`src/rtl/credit_sender_mpi.sv`:
```
// Transmit side of a valid/yummy credit link: local flits are buffered in a
// small FIFO and launched toward dest_i only while far-end credits remain.
module credit_sender_mpi #(
  parameter int DEPTH       = 4,
  parameter int CREDITS     = 1,
  parameter int SENDER_RANK = 0
) (
  input  logic        clk_i,
  input  logic        rst_i,
  input  logic [31:0] rank_i,
  input  logic [31:0] dest_i,
  input  logic        valid_i,
  input  logic [63:0] data_i,
  output logic        ready_o,
  output logic        valid_o,
  output logic [63:0] data_o,
  output logic [31:0] dest_o,
  input  logic        yummy_i,
  output logic [3:0]  credit_o,
  output logic [31:0] sent_cnt_o,
  output logic        err_o
);

  localparam int          PW         = $clog2(DEPTH);
  localparam logic [PW:0] FULL_COUNT = (PW + 1)'(DEPTH);
  localparam logic [3:0]  CREDIT_MAX = 4'(CREDITS);
  localparam logic [31:0] RANK       = 32'(SENDER_RANK);

  logic          active;
  logic          push;
  logic          send;

  logic [63:0]   mem [DEPTH];
  logic [PW-1:0] wr_ptr_reg;
  logic [PW-1:0] rd_ptr_reg;
  logic [PW:0]   count_reg;
  logic [PW:0]   count_next;

  logic [3:0]    credit_reg;
  logic [3:0]    credit_next;
  logic          err_reg;
  logic          err_next;

  logic          valid_reg;
  logic [63:0]   data_reg;
  logic [31:0]   dest_reg;
  logic [31:0]   sent_reg;

  assign active  = (rank_i == RANK);
  // Registered count only: a pop in the same cycle never frees a full FIFO.
  assign ready_o = active && (count_reg != FULL_COUNT);
  assign push    = valid_i && ready_o;
  assign send    = active && (count_reg != '0) && (credit_reg != '0);

  always_comb begin
    count_next = count_reg;
    case ({push, send})
      2'b10:   count_next = count_reg + (PW + 1)'(1);
      2'b01:   count_next = count_reg - (PW + 1)'(1);
      default: count_next = count_reg;
    endcase
  end

  // A yummy arriving with full credits and no launch is a protocol error;
  // credit saturates rather than wrapping past CREDITS.
  always_comb begin
    credit_next = credit_reg;
    err_next    = err_reg;
    if (active) begin
      if (yummy_i && !send && (credit_reg == CREDIT_MAX)) begin
        err_next = 1'b1;
      end else begin
        credit_next = credit_reg - {3'b000, send} + {3'b000, yummy_i};
      end
    end
  end

  always_ff @(posedge clk_i) begin
    if (push) begin
      mem[wr_ptr_reg] <= data_i;
    end
  end

  always_ff @(posedge clk_i) begin
    if (rst_i) begin
      wr_ptr_reg <= '0;
      rd_ptr_reg <= '0;
      count_reg  <= '0;
      credit_reg <= CREDIT_MAX;
      err_reg    <= 1'b0;
      valid_reg  <= 1'b0;
      data_reg   <= '0;
      dest_reg   <= '0;
      sent_reg   <= '0;
    end else if (active) begin
      count_reg  <= count_next;
      credit_reg <= credit_next;
      err_reg    <= err_next;
      valid_reg  <= send;
      if (push) begin
        wr_ptr_reg <= wr_ptr_reg + PW'(1);
      end
      if (send) begin
        rd_ptr_reg <= rd_ptr_reg + PW'(1);
        data_reg   <= mem[rd_ptr_reg];
        dest_reg   <= dest_i;
        sent_reg   <= sent_reg + 32'd1;
      end
    end
  end

  assign valid_o    = active && valid_reg;
  assign data_o     = active ? data_reg : '0;
  assign dest_o     = dest_reg;
  assign credit_o   = credit_reg;
  assign sent_cnt_o = sent_reg;
  assign err_o      = err_reg;

endmodule

```
`config.mk`:
```
export PLATFORM = sky130hd
export DESIGN_NAME = credit_sender_mpi
export DESIGN_NICKNAME = d
export VERILOG_FILES = /design/src/rtl/credit_sender_mpi.sv
export SDC_FILE = /design/constraint.sdc
export NUM_CORES = 1
export LEC_CHECK = 0
export BUFFER_PORTS_ARGS = -buffer_cell sky130_fd_sc_hd__clkbuf_2
export CORE_ASPECT_RATIO = 0.6
export CORE_MARGIN = 5
export CORE_UTILIZATION = 42
export DETAILED_ROUTE_END_ITERATION = 7
export HOLD_SLACK_MARGIN = 0.15
export PLACE_DENSITY = 0.67
export RECOVER_POWER = 25
export SLEW_MARGIN = 20
export SYNTH_ARGS = -nofsm -noshare
export SYNTH_HDL_FRONTEND = slang
export SYNTH_SLANG_ARGS = --single-unit
export TNS_END_PERCENT = 1
```
`constraint.sdc`:
```
create_clock -name clk_i -period 13.8 [get_ports clk_i]
set_input_delay 4.14 -clock clk_i [delete_from_list [all_inputs] [get_ports clk_i]]
set_output_delay 4.14 -clock clk_i [all_outputs]
set_load 0.05 [all_outputs]
```
==> run summary <==
Status = complete, no violations
CTS clk-pin slew, worst paths = 0.06 ns
Crit-path max cell delay = 0.52 ns
Synth Cell Area = 15310 sq um
Setup TNS = 0 ns
Die Y = 157.9 microns
Num CTS Buffers = 38
WP data required = 9.66 ns
Clk buf depth = 3
Post-synthesis async set-or-reset flop share = 0%
Row cnt = 54
Placer congestion estimate = 0.7396
Final-report setup violation count = 0
Antenna diodes = 0
Crit path launch type = primary input
Type of the most critical hold path = flip-flop to flip-flop
Routed vias/inst = 5.156
Area grow syn2layout = 19.06%
Initial Util = 42.37%
Worst vdd ir = 0.07485 mV
Hold Fails Final Rpt = 0
Worst-Margin Slew = 1.071 ns
Minimum clock period after layout = 10.28 ns
Pwr dens = 128.3 nW/um^2
Area of the multi-input gates = 4468 sq um
Yosys Warn Count = 0
Post-CTS setup buffer count = 0
Cells after synthesis = 1113
Critical Path Stages = 8
Register area = 10520 sq um
Nets = 1504
Max FO, Critical Path = 59
Most frequent cells in the layout = edfxtp_1, clkbuf_2, nand2_1
H-Tree Depth = 2
Clock sinks = 397
Sequential share of the synthesized area = 68.63%
Slew margin rel. = 28.61%
Critical path, cell by cell = clkbuf_2 -> nor4_1 -> nand4_1 -> buf_4 -> nor2_4 -> buf_4 -> and2_1 -> clkbuf_2
# Max-Cap Violations = 0
Crit Path Class = primary input to primary output
GRT Overall Usage = 17.01%
I/O Pins = 267
Final Cycle Share = 74.49%
Crit-path slowest cell = buf_4
Pleak = 0.006115 uW
Xor and xnor area share after synthesis = 0.7435%
Crit path capture type = primary output
Delay-heaviest family, CP = buffers and inverters
Commonest non-fill, non-tap cell in the layout = edfxtp_1
Post-Synth Adder-Cell Area = 1.160%
Largest family of logic cells by synthesized area = simple AND/OR/NAND/NOR gates
Drt drc = 0
Pin count of the biggest net entering global routing = 82
Total power draw = 2339 uW
Proportion of synthesized area in mux cells = 9.542%
Cts repair resizes = 0
Vias in the first global route = 9402
Pre-antenna DRT Iters = 5
Syn nets = 1258
Vias = 9616
R2R cell count = 13
WHS Path Cells = 2
Unrepaired setup endpoints after global routing = false
Grt ovf = 0
First-pass GRT wire length = 54190 microns
Synth unique cells = 42
Hold buffers post-CTS = 0
Final wirelength = 35510 microns
WL/cell = 19.04 microns
Die extent in x = 256.5 microns
Avg Inst Size Synth = 13.76 sq um
Primary FF master, synth = edfxtp_1
TritonCTS clock tree = done
Die area = 40510 sq um
Flops & latches, synth = 397
Fraction of layout cells with a size suffix above 1 = 26.21%
Final count of pins violating max slew = 0
DRT antenna net count = 0
Simple-gate portion of the synthesized area = 12.03%
Clk root buf = clkbuf_16
Initial antenna violation count = 5
DP HPWL = 21380 microns
Clock Skew = 0.01671 ns
Synth Area in Compound Gates = 5.547%
Post-synth EDFFs = 256
Critical Path AT = 6.14 ns
# fillers = 3119
DRT iter0 DRCs = 629
Buffers plus inverters on the worst setup path = 4
Clock Latency Late Sink = 0.53 ns
Max reg flops = 256
Port bufs = 266
Placeable Area = 36150 sq um
Fmax = 97.28 MHz
final cells by class:
cell class / count / area share, %
Sequential cell: 397 / 57.68
Multi-Input combinational cell: 629 / 24.50
Timing Repair Buffer: 273 / 7.253
Clock buffer: 50 / 5.792
Tap cell: 476 / 3.266
Clock inverter: 20 / 1.077
Inverter: 20 / 0.4254
synth_stat cells (3+ instances only):
| cell type | number | area [sq um] |
|---|---|---|
| a211oi_1 | 3 | 22.52 |
| or4_1 | 12 | 90.09 |
| and2_1 | 70 | 437.9 |
| and4_1 | 3 | 26.28 |
| nand3_1 | 9 | 45.04 |
| o41ai_1 | 4 | 35.03 |
| or4b_1 | 3 | 30.03 |
| nand2_1 | 213 | 799.5 |
| nor3_1 | 3 | 15.01 |
| clkbuf_1 | 45 | 168.9 |
| mux4_2 | 64 | 1441 |
| ha_1 | 11 | 137.6 |
| o21ai_0 | 8 | 40.04 |
| nor2_1 | 20 | 75.07 |
| dfxtp_1 | 141 | 2823 |
| o31ai_1 | 12 | 90.09 |
| inv_1 | 19 | 71.32 |
| xnor2_1 | 12 | 105.1 |
| nand3b_1 | 3 | 22.52 |
| edfxtp_1 | 256 | 7687 |
| or3_1 | 10 | 62.56 |
| buf_2 | 20 | 100.1 |
| nor4_1 | 15 | 93.84 |
| a21oi_1 | 127 | 635.6 |
| nand4_1 | 7 | 43.79 |
power breakdown:
part / internal, uW / total, uW / switching (uW)
Clock: 600 / 1050 / 445
Sequential: 1260 / 1260 / 0.0000000156
Combinational: 12.2 / 33.0 / 20.8
worst paths after layout:
| kind | slack, ns | from | to |
|---|---|---|---|
| worst min register to register | 0.45 | data_reg[6]$_SDFFE_PP0P_ | data_reg[6]$_SDFFE_PP0P_ |
| worst min-delay path | 0.45 | data_reg[6]$_SDFFE_PP0P_ | data_reg[6]$_SDFFE_PP0P_ |
| worst max register to register | 10.08 | credit_o[2]$_SDFFE_PP0P_ | count_reg[2]$_SDFFE_PP0P_ |
| worst max-delay path | 3.52 | rank_i[19] | data_o[31] |
worst reg2reg max path, stage by stage (launching register included):
cell	delay (ns)
dfxtp_1	0.35
inv_1	0.07
ha_1	0.22
or3b_2	0.23
nand2_1	0.14
or3_4	0.66
inv_4	0.54
ha_1	0.32
inv_1	0.06
fa_1	0.37
xor2_1	0.15
nor4_1	0.25
xnor2_1	0.16
nor2_1	0.05
through the flow:
stage | hold WS, ns | instances | instance area, sq um | setup WS, ns | util (%)
global placement | 0.4404 | 1795 | 17050 | 3.589 | 47.15
floorplan | 0.4317 | 1113 | 15310 | 3.700 | -
finish | 0.4515 | 1865 | 18230 | 3.520 | 50.44
CTS | 0.4530 | 1865 | 18300 | 3.502 | 50.62
global route | 0.4681 | 1865 | 18230 | 3.308 | 50.44
detailed placement | 0.4445 | 1795 | 17050 | 3.510 | 47.15
layer usage:
layer,track usage [%],vias to the layer above,part of all wire (%)
li1,-,4569,-
met1,24.22,4777,46
met2,26.65,205,46
met3,4.495,55,5.7
met4,3.856,10,1.7
met5,0,-,0.21
cells by family after synthesis:
family / after synthesis
mux: 66
fa+ha+maj: 13
xor+xnor: 13
buf+inv: 87
flops: 397
compound gates: 157
simple gates: 380
Note: power is estimated with default switching activity, not from simulation.
